$ cat config.mk
export PLATFORM = sky130hd
export DESIGN_NAME = io_bus_ctrl
export DESIGN_NICKNAME = d
export VERILOG_FILES = /design/src/rtl/io_pkg.sv /design/src/rtl/io_addr_decode.sv /design/src/rtl/io_bus_ctrl.sv
export SDC_FILE = /design/constraint.sdc
export NUM_CORES = 1
export LEC_CHECK = 0
export ABC_AREA = 1
export CORE_UTILIZATION = 41
export CTS_CLUSTER_DIAMETER = 100
export DETAILED_ROUTE_END_ITERATION = 12
export GPL_ROUTABILITY_DRIVEN = 0
export MAX_ROUTING_LAYER = met4
export PLACE_DENSITY_LB_ADDON = 0.2
export RECOVER_POWER = 100
export SYNTH_ARGS = -nofsm -noshare
export SYNTH_HDL_FRONTEND = slang
export SYNTH_SLANG_ARGS = --single-unit
$ cat constraint.sdc
create_clock -name clock -period 1.6 [get_ports clock]
set_input_delay 0.24 -clock clock [delete_from_list [all_inputs] [get_ports clock]]
set_output_delay 0.24 -clock clock [all_outputs]
set_load 0.01 [all_outputs]
$ cat src/rtl/io_pkg.sv
// Shared definitions for the IO bus controller.
//   - page offsets (addr_low[9:4]) of the four memory-mapped devices
//   - one-hot bit index of each device in dev_sel
//   - FSM state encoding and the default acknowledge timeout
package io_pkg;

  localparam int NUM_DEV = 4;

  localparam logic [5:0] OFF_LED  = 6'h06;
  localparam logic [5:0] OFF_SW   = 6'h07;
  localparam logic [5:0] OFF_SEG7 = 6'h00;
  localparam logic [5:0] OFF_KEY  = 6'h01;

  localparam int DEV_LED  = 0;
  localparam int DEV_SW   = 1;
  localparam int DEV_SEG7 = 2;
  localparam int DEV_KEY  = 3;

  localparam logic [7:0] TIMEOUT_DEFAULT = 8'd200;

  typedef enum logic [1:0] {
    ST_IDLE = 2'd0,
    ST_REQ  = 2'd1,
    ST_DONE = 2'd2
  } state_t;

endpackage

$ cat src/rtl/io_addr_decode.sv
// Combinational IO page decoder.
//   addr_page : addr_low[9:4] of the CPU access
//   sel       : one-hot device select (LED, switch, seg7, keypad)
//   mapped    : high when addr_page hits one of the devices
module io_addr_decode
  import io_pkg::*;
(
  input  logic [5:0]         addr_page,
  output logic [NUM_DEV-1:0] sel,
  output logic               mapped
);

  always_comb begin
    sel = '0;
    unique case (addr_page)
      OFF_LED:  sel[DEV_LED]  = 1'b1;
      OFF_SW:   sel[DEV_SW]   = 1'b1;
      OFF_SEG7: sel[DEV_SEG7] = 1'b1;
      OFF_KEY:  sel[DEV_KEY]  = 1'b1;
      default:  sel = '0;
    endcase
    mapped = |sel;
  end

endmodule

$ cat src/rtl/io_bus_ctrl.sv
// IO bus controller between the CPU pipeline and four slow devices.
// An IO load/store is held by the CPU while stall=1; the controller latches
// the access, raises dev_req until the selected device acknowledges (or the
// wait counter expires), then releases the pipeline for one DONE cycle.
//   clock, reset          : clock, asynchronous active-high reset
//   io_read, io_write     : CPU IO access decode
//   addr_low, wdata       : IO offset and store data
//   err_clr               : clears the sticky io_err flag
//   dev_ack, dev_rdata    : per-device acknowledge and read data
//   stall                 : pipeline freeze while an access is outstanding
//   rdata                 : zero-extended read result
//   dev_sel/req/we/addr/wdata : device-side request
//   io_err                : sticky error (unmapped, read+write, timeout)
module io_bus_ctrl
  import io_pkg::*;
#(
  parameter logic [7:0] TIMEOUT = TIMEOUT_DEFAULT
) (
  input  logic        clock,
  input  logic        reset,
  input  logic        io_read,
  input  logic        io_write,
  input  logic [9:0]  addr_low,
  input  logic [31:0] wdata,
  input  logic        err_clr,
  input  logic [3:0]  dev_ack,
  input  logic [15:0] dev_rdata,
  output logic        stall,
  output logic [31:0] rdata,
  output logic [3:0]  dev_sel,
  output logic        dev_req,
  output logic        dev_we,
  output logic [3:0]  dev_addr,
  output logic [15:0] dev_wdata,
  output logic        io_err
);

  state_t      state, state_nxt;
  logic [3:0]  dec_sel;
  logic        mapped;
  logic [3:0]  sel_q;
  logic [7:0]  cnt;
  logic        access, conflict, start, bad_access, ack_hit, tmo;

  // Only the low half of the store data reaches the 16-bit device bus.
  logic unused_wdata_hi;
  assign unused_wdata_hi = ^wdata[31:16];

  io_addr_decode u_decode (
    .addr_page (addr_low[9:4]),
    .sel       (dec_sel),
    .mapped    (mapped)
  );

  assign access     = io_read | io_write;
  assign conflict   = io_read & io_write;
  assign start      = (state == ST_IDLE) & access & mapped;
  assign bad_access = (state == ST_IDLE) & access & ~mapped;
  // Acks from devices other than the latched one are ignored.
  assign ack_hit    = (state == ST_REQ) & |(dev_ack & sel_q);
  // Terminal count: the counter would reach TIMEOUT on this edge. Ack wins.
  assign tmo        = (state == ST_REQ) & ~ack_hit & (cnt == TIMEOUT - 8'd1);

  always_ff @(posedge clock or posedge reset) begin
    if (reset) state <= ST_IDLE;
    else       state <= state_nxt;
  end

  always_comb begin
    state_nxt = state;
    stall     = 1'b0;
    dev_req   = 1'b0;
    unique case (state)
      ST_IDLE: begin
        if (start) begin
          stall     = 1'b1;
          state_nxt = ST_REQ;
        end
      end
      ST_REQ: begin
        stall   = 1'b1;
        dev_req = 1'b1;
        if (ack_hit || tmo) state_nxt = ST_DONE;
      end
      ST_DONE: state_nxt = ST_IDLE;
      default: state_nxt = ST_IDLE;
    endcase
  end

  assign dev_sel = dev_req ? sel_q : 4'b0000;

  always_ff @(posedge clock or posedge reset) begin
    if (reset) begin
      sel_q     <= '0;
      dev_addr  <= '0;
      dev_we    <= 1'b0;
      dev_wdata <= '0;
      cnt       <= '0;
      rdata     <= '0;
      io_err    <= 1'b0;
    end else begin
      unique case (state)
        ST_IDLE: begin
          cnt <= '0;
          if (start) begin
            sel_q     <= dec_sel;
            dev_addr  <= addr_low[3:0];
            dev_we    <= io_write;     // read+write conflict executes as write
            dev_wdata <= wdata[15:0];
          end
          if (bad_access) rdata <= '0;
        end
        ST_REQ: begin
          cnt <= cnt + 8'd1;
          if (ack_hit) begin
            if (!dev_we) rdata <= {16'h0000, dev_rdata};
          end else if (tmo) begin
            rdata <= '0;
          end
        end
        default: ;
      endcase
      // Set has priority over a simultaneous clear.
      if (bad_access || (start && conflict) || tmo) io_err <= 1'b1;
      else if (err_clr)                             io_err <= 1'b0;
    end
  end

endmodule

==> results.toml, run 1 <==
[run_status]
status = "finished with violations"
violations = "setup timing"

[sta]
slew_viol_final = 0
period_share = 1.01
setup_slack_ns = -0.0137
holdWs_ns = 0.457
rsz0062_at_grt = "true"
worstMarginPinSlew_ns = 0.700
hold_violations = 0
max_freq_ghz = 0.620
fin_crit_ns = 1.61
skew_ns = 0.00487
relSlewSlack = 0.533
finalSetupViolCount = 8

[route]
routed_wl_mm = 6.65
postRouteAntennaNets = 0
drc = 0
drt_iter0_markers = 120
wl_per_cell_um = 12.7
vias = 2485
first_pass_iters = 4
vias_per_cell = 4.74

[cts]
path_clk_slew_ns = 0.09
htree_levels = 2
cts_tree = "done"
clk_path_buf_depth = 2
numCtsBuffers = 5
cts.sinks = 52
insertion_delay_ns = 0.31
root_buffer = "clkbuf_8"
holdBufCountCts = 0

[floorplan]
die_h_um = 83.7
rows = 29
core_area_mm2 = 0.00639
pin_count = 127
die_w_um = 83.7
dieArea_mm2 = 0.00700
start_util = 0.428

[power]
p_per_area_mw_per_mm2 = 1590
ir_worst_vdd_mv = 1.05
p_leak_nw = 2.09

[setup_path]
cpMaxStageDelayCell = "dfrtp_1"
criticalPathCategory = "reg2reg"
crit_chain = "buf_6 > inv_4 > buf_6 > nand2_4 > nor2_4 > nand3_4 > nand3_4 > nand3_4 > clkbuf_16 > nand2_4 > nand2_2"
crit_top_cell = "nand3_4"
cp.required_ns = 1.80
cp-start-kind = "register"
crit_arrival_ns = 1.82
critPathMaxFanout = 8
rr_startpoint = "state[1]"
max_stage_delay_ns = 0.41
cp-end-kind = "register"
startpoint = "state[1]"

[worst_hold_path]
min_from = "wdata[9]"
min_path_type = "in2reg"

[final_layout]
drive_gt1_frac = 0.199
num-nets-final = 514
finalCoreUtilization = 0.638
diodes = 0
syn_to_final_growth_pct = 48.9

[synthesis]
ys_seq_elements = 52
yosys-top-cells-count = "nand2_1, dfrtp_1, inv_1"
synth_area_leaders = "dfrtp_1, nand2_1, inv_1, nand2_4, buf_4"
yosysWarnings = 0
synth_area_leader_cell = "dfrtp_1"
synth_seq_area_share = 0.476
synth_most_common_cell = "nand2_1"
synth-main-ff-cell = "dfrtp_1"
syn_area_per_cell_um2 = 8.33
syn_inst = 328
synth-async-reset-ratio = 1.00
synth_top_cell_area_share = 0.476
syn_area_mm2 = 0.00273
ys_types = 27
synth_edf_count = 0

[placed_design]
dp_hpwl_mm = 4.60
portBuffers = 94
preCtsSetupSlack_ns = -0.433

[grt]
grt_start_max_net_pins = 53
gr-usage-all-layers = 0.198
grt_pass1_vias = 2386
grt_pass1_wl_mm = 10.9
overflow = 0
antenna_found_initial = 0

[flow_run]
maxCapViolCount = 0
[registers in the layout (all words and copies together), names as in the netlist]
signal / flops
cnt: 8
dev_addr: 4
dev_wdata: 16
dev_we: 1
io_err: 1
rdata: 16
sel_q: 4
state: 2
[cell usage in the layout, fill, tap and decap left out, drive strengths merged]
cell type and instances:
nand3b 1, nor2 19, dlygate4sd2 1, buf 28, nand2 120, a21oi 4, clkbuf 12, nor3 21
dfrtp 52, dlygate4sd3 1, ha 1, conb 16, o22ai 1, inv 39, nor3b 1, a22o 1
o21ai 10, and3 1, clkinv 3, nand4 16, nand3 12, clkdlybuf4s50 87
[where the power goes]
part	switching, mW	leakage [nW]	internal, mW
sequential	0.338	0.686	1.79
combinational	1.76	1.35	1.79
clock	0.434	0.0510	0.346
total	2.54	2.09	3.92
[final timing paths]
| kind | end | slack, ns | cells after the start |
|---|---|---|---|
| min in group asynchronous | dev_wdata[0] | 0.60 | 3 |
| max in group asynchronous | rdata[11] | 0.54 | 3 |
| max reg2reg | rdata[0] | -0.01 | 11 |
| max | rdata[0] | -0.01 | 11 |
| min | dev_wdata[9] | 0.46 | 3 |
| min reg2reg | dev_wdata[1] | 0.48 | 2 |
[timing repair]
item,4_1_cts,5_1_grt
setup buffers,2,2
endpoints found under the setup margin,22,48
cloned,0,1
pin swaps,1,3
resized for setup,11,31
[cells by family after synthesis]
family,Yosys count,synth area share
flip-flops,52,0.476
AND/OR/NAND/NOR,191,0.363
buffers and inverters,67,0.124
other,1,0.00137
adder cells (fa/ha/maj),1,0.00458
AO/OA/AOI/OAI,16,0.0311
[stage by stage]
| stage | total power, mW | setup TNS, ns | std cells | area, µm² |
|---|---|---|---|---|
| global route | 6.89 | -0.724 | 524 | 4070 |
| global placement | 5.35 | -10.95 | 511 | 3870 |
| finish | 6.46 | -0.0365 | 524 | 4070 |
| CTS | 6.19 | 0 | 521 | 3970 |
| detailed placement | 5.39 | -12.88 | 511 | 3870 |
| floorplan | 3.84 | 0 | 343 | 2790 |
[area by class of cell]
class                      instances  area, µm²
fill                             543       2310
sequential                        52       1300
multi-input combinational        224       1220
timing repair buffer             123       1210
inverter                          40        153
tap                               77       96.3
clock buffer                       6       82.6
clock inverter                     2       10.0
[per-layer routing]
layer / vias up / track usage / share of wire
li1: 1238 / - / -
met1: 1158 / 0.241 / 0.42
met2: 78 / 0.331 / 0.51
met3: 11 / 0.0396 / 0.058
met4: 0 / 0.0616 / 0.015
met5: - / - / 0
[worst max-delay path: cells and delay by family (launching register included)]
family / cells / cell delay [ns]
flops: 1 / 0.41
buf+inv: 4 / 0.47
simple gates: 7 / 0.61
Power figures use the tool's default switching activity.
==> run 2, diff against run 1 <==
Settings changed: SLEW_MARGIN set to 0, TNS_END_PERCENT set to 20.
==> run 2 against run 1 <==
Compared with the run above: the flow still finishes with violations (setup timing); utilization is essentially flat; non-clock buffer count down 1; die area stayed put; fmax decreased by 0.51%; power down 0.23%; largest power group unchanged.
==> results.toml, run 2 (synthesized netlist as in run 1, its figures left out) <==
[cts]
path_clk_slew_ns = 0.09
cts.sinks = 52
cts_tree = "done"
numCtsBuffers = 5
insertion_delay_ns = 0.30
root_buffer = "clkbuf_8"
clk_path_buf_depth = 2
htree_levels = 2

[sta]
skew_ns = 0.00585
period_share = 1.01
hold_violations = 0
setup_slack_ns = -0.0220
rsz0062_at_grt = "true"
relSlewSlack = 0.531
worstMarginPinSlew_ns = 0.704
fin_crit_ns = 1.62
slew_viol_final = 0
max_freq_ghz = 0.617
finalSetupViolCount = 8

[setup_path]
cp-start-kind = "register"
cp.required_ns = 1.80
cp-end-kind = "register"
critPathMaxFanout = 8
reg2reg_slack_ns = -0.02
criticalPathCategory = "reg2reg"
reg2reg_to = "rdata[0]"
crit_arrival_ns = 1.82
rr_startpoint = "state[1]"
reg2reg_depth = 11

[final_layout]
syn_to_final_growth_pct = 48.9
drive_gt1_frac = 0.195
num-nets-final = 513
fin_cells = 523
reg_top3 = "dev_wdata (16), rdata (16), cnt (8)"
finalCoreUtilization = 0.637
layout_common_cells = "nand2_1, clkdlybuf4s50_1, dfrtp_1"
diodes = 0

[floorplan]
start_util = 0.428
core_area_mm2 = 0.00639
die_h_um = 83.7
rows = 29
die_w_um = 83.7
pin_count = 127
dieArea_mm2 = 0.00700

[power]
ir_worst_vdd_mv = 1.06
p_clk_frac = 0.121
seqPwrFrac = 0.330
p_per_area_mw_per_mm2 = 1580
power_switching_share = 0.393
internal_power_mw = 3.91
switching_power_mw = 2.53
p_leak_nw = 2.09
combPwrFrac = 0.549

[worst_hold_path]
min_from = "wdata[9]"
min_path_type = "in2reg"
min_path_cells = 3
min_to = "dev_wdata[9]"

[flow_run]
maxCapViolCount = 0

[route]
drt_iter0_markers = 144
vias_per_cell = 4.72
routed_wl_mm = 6.60
wl_per_cell_um = 12.6
vias = 2471
drc = 0
postRouteAntennaNets = 0
first_pass_iters = 4

[grt]
grt_pass1_wl_mm = 10.9
gr-usage-all-layers = 0.198
antenna_found_initial = 0
grt_pass1_vias = 2386
overflow = 0
grt_start_max_net_pins = 53

[run_status]
status = "finished with violations"
violations = "setup timing"

[placed_design]
dp.cells = 511
dp_hpwl_mm = 4.60
portBuffers = 94
[run 2: layer usage]
| layer | vias to the layer above | GRT usage | share of wire |
|---|---|---|---|
| met2 | 73 | 0.332 | 0.51 |
| met5 | - | - | 0 |
| li1 | 1234 | - | - |
| met1 | 1155 | 0.240 | 0.42 |
| met4 | 0 | 0.0616 | 0.012 |
| met3 | 9 | 0.0396 | 0.057 |
[run 2: through the flow]
stage / power, mW / setup WS (ns) / hold slack, ns / TNS [ns] / instance area [µm²]
finish: 6.44 / -0.0220 / 0.457 / -0.106 / 4070
floorplan: 3.84 / 0.102 / 0.350 / 0 / 2790
global route: 6.88 / -0.0890 / 0.461 / -1.28 / 4070
CTS: 6.18 / 0.00289 / 0.311 / 0 / 3960
global placement: 5.35 / -0.351 / 0.453 / -10.95 / 3870
detailed placement: 5.39 / -0.433 / 0.462 / -12.88 / 3870
[run 2: layout make-up]
cell class                 count  area (µm²)
clock buffer                   6        82.6
clock inverter                 2        10.0
fill                         545        2320
inverter                      40         153
multi-input combinational    224        1220
sequential                    52        1300
tap                           77        96.3
timing repair buffer         122        1200
[run 2: timing repair]
item | in CTS | in global routing
pin swaps | 1 | 3
hold buffers | 0 | 0
endpoints found under the setup margin | 22 | 48
gates resized for setup | 11 | 30
setup buffers | 1 | 2
endpoints found under the hold margin | 0 | 0
cloned | 0 | 1
[run 2: how the worst max path moves through the flow]
stage           startpoint    endpoint  cells past startpoint
2_1_floorplan        reset      cnt[0]                      1
3_3_place_gp   addr_low[6]       stall                      8
3_5_place_dp    dev_ack[0]   rdata[12]                      7
4_1_cts           state[0]  dev_sel[2]                      5
5_1_grt           state[1]      cnt[6]                      9
6_report          state[1]    rdata[0]                     11
[run 2: critical path, cell delays in order (launching register included)]
cell	delay (ns)
dfrtp_1	0.42
buf_6	0.14
inv_4	0.06
buf_6	0.10
nand2_4	0.05
nor2_4	0.14
nand3_4	0.10
nand3_4	0.12
nand3_4	0.10
clkbuf_16	0.20
nand2_4	0.06
nand2_2	0.04
[run 2: power by group through the flow]
stage	logic (mW)	registers, mW	clock network, mW
detailed placement	3.27	2.12	0
finish	3.54	2.13	0.780
global route	3.83	2.20	0.858
floorplan	1.54	2.30	0
CTS	3.27	2.11	0.801
global placement	3.22	2.12	0
==> run 3, diff against run 2 <==
Settings changed: CORE_MARGIN set to 2, CTS_CLUSTER_SIZE set to 40, TNS_END_PERCENT 20 to 1.
==> run 3 against run 2 <==
Compared with the run above: the run now ends clean; clock power up 2%; power shrank 2.6%; critical path depth decreased by 10; fmax increased by 5.0%; first-iteration DRC count down 47%; critical endpoint is now dev_we.
==> results.toml, run 3 (synthesized netlist as in run 1, its figures left out) <==
[floorplan]
rows = 29
die_w_um = 85.7
die_h_um = 85.7
core_area_mm2 = 0.00639
dieArea_mm2 = 0.00734
start_util = 0.428
pin_count = 127

[setup_path]
cp-end-kind = "output pin"
cp_num_buf_inv = 1
critPathMaxFanout = 3
criticalPathCategory = "reg2out"
crit_arrival_ns = 1.30
cp.depth = 1
cp-start-kind = "register"
cpMaxStageDelayCell = "clkdlybuf4s50_1"
cp.required_ns = 1.36
path_delay_family = "buffers and inverters"
reg2reg_depth = 10
max_stage_delay_ns = 0.60
crit_chain = "clkdlybuf4s50_1"
reg2reg_slack_ns = 0.11

[final_layout]
syn_to_final_growth_pct = 44.9
diodes = 0
num-nets-final = 514
layout_common_cells = "nand2_1, clkdlybuf4s50_1, dfrtp_1"
finalCoreUtilization = 0.620
reg_top3 = "dev_wdata (16), rdata (16), cnt (8)"
drive_gt1_frac = 0.177
final_common_cell = "nand2_1"
fin_cells = 524

[sta]
slew_viol_final = 0
holdWs_ns = 0.397
setup_tns_ns = 0
rsz0062_at_grt = "true"
fin_crit_ns = 1.54
worstMarginPinSlew_ns = 0.550
hold_violations = 0
period_share = 0.965
max_freq_ghz = 0.648
skew_ns = 0.0126
relSlewSlack = 0.633
finalSetupViolCount = 0

[cts]
cts_tree = "done"
root_buffer = "clkbuf_8"
htree_levels = 2
numCtsBuffers = 5
insertion_delay_ns = 0.31
path_clk_slew_ns = 0.10
holdBufCountCts = 0
cts.sinks = 52
clk_path_buf_depth = 2

[route]
drt_iter0_markers = 76
first_pass_iters = 4
vias_per_cell = 4.67
postRouteAntennaNets = 0
routed_wl_mm = 6.58
drc = 0
vias = 2449
wl_per_cell_um = 12.5

[placed_design]
dp.cells = 514
portBuffers = 94
dp_hpwl_mm = 5.03

[grt]
gr-usage-all-layers = 0.189
grt_pass1_wl_mm = 10.8
grt_pass1_vias = 2399
grt_start_max_net_pins = 29
antenna_found_initial = 0
overflow = 0

[flow_run]
maxCapViolCount = 0

[power]
total_power_mw = 6.28
p_leak_nw = 2.05
ir_worst_vdd_mv = 0.961
p_per_area_mw_per_mm2 = 1580

[worst_hold_path]
min_path_type = "in2async"

[run_status]
status = "finished, final reports clean"
==> run 3: cell count changes in the layout (fill, tap and decap cells not counted), sizes merged <==
cell           previous run  this run
inv                      39        42
clkdlybuf4s50            87        86
clkbuf                   11         9
dlymetal6s2s              0         1
clkinvlp                  0         1
clkinv                    3         0
dlygate4sd2               1         0
buf                      27        30
==> run 3: worst paths after layout <==
| check | startpoint | endpoint |
|---|---|---|
| worst max-delay path | dev_we | dev_we |
| worst min-delay path | reset | dev_wdata[15] |
| worst max register to register | state[1] | rdata[9] |
| worst min register to register | rdata[14] | rdata[14] |
| max in group asynchronous | reset | rdata[14] |
| min in group clock | addr_low[6] | sel_q[2] |
==> run 3: layer usage <==
metal	share of wire	routed length [µm]	vias up	global-route usage
li1	-	-	1233	-
met1	0.42	2790	1136	0.221
met2	0.50	3290	75	0.320
met3	0.065	430	5	0.0529
met4	0.0094	62	0	0.0491
met5	0	0	-	-
==> run 3: power breakdown <==
part | internal (mW) | switching [mW]
clock | 0.320 | 0.474
combinational | 1.71 | 1.68
sequential | 1.79 | 0.313
==> run 3: repair_timing <==
action / CTS / global route
pin swaps: 0 / 2
endpoints found under the setup margin: 6 / 48
setup buffers: 0 / 2
gates resized for setup: 14 / 11
==> run 3: stage by stage <==
stage	setup WS [ns]	area, µm²
after floorplan	0.102	2790
after global placement	-0.363	3890
after detailed placement	-0.406	3890
after CTS	0.00691	3980
after global routing	-0.0136	3960
final	0.0559	3960
==> run 3: cell type report <==
cell class	instances	area [µm²]
clock buffer	5	68.8
clock inverter	3	25.0
inverter	40	153
timing repair buffer	123	1160
sequential	52	1300
fill	585	2420
tap	77	96.3
multi-input combinational	224	1160
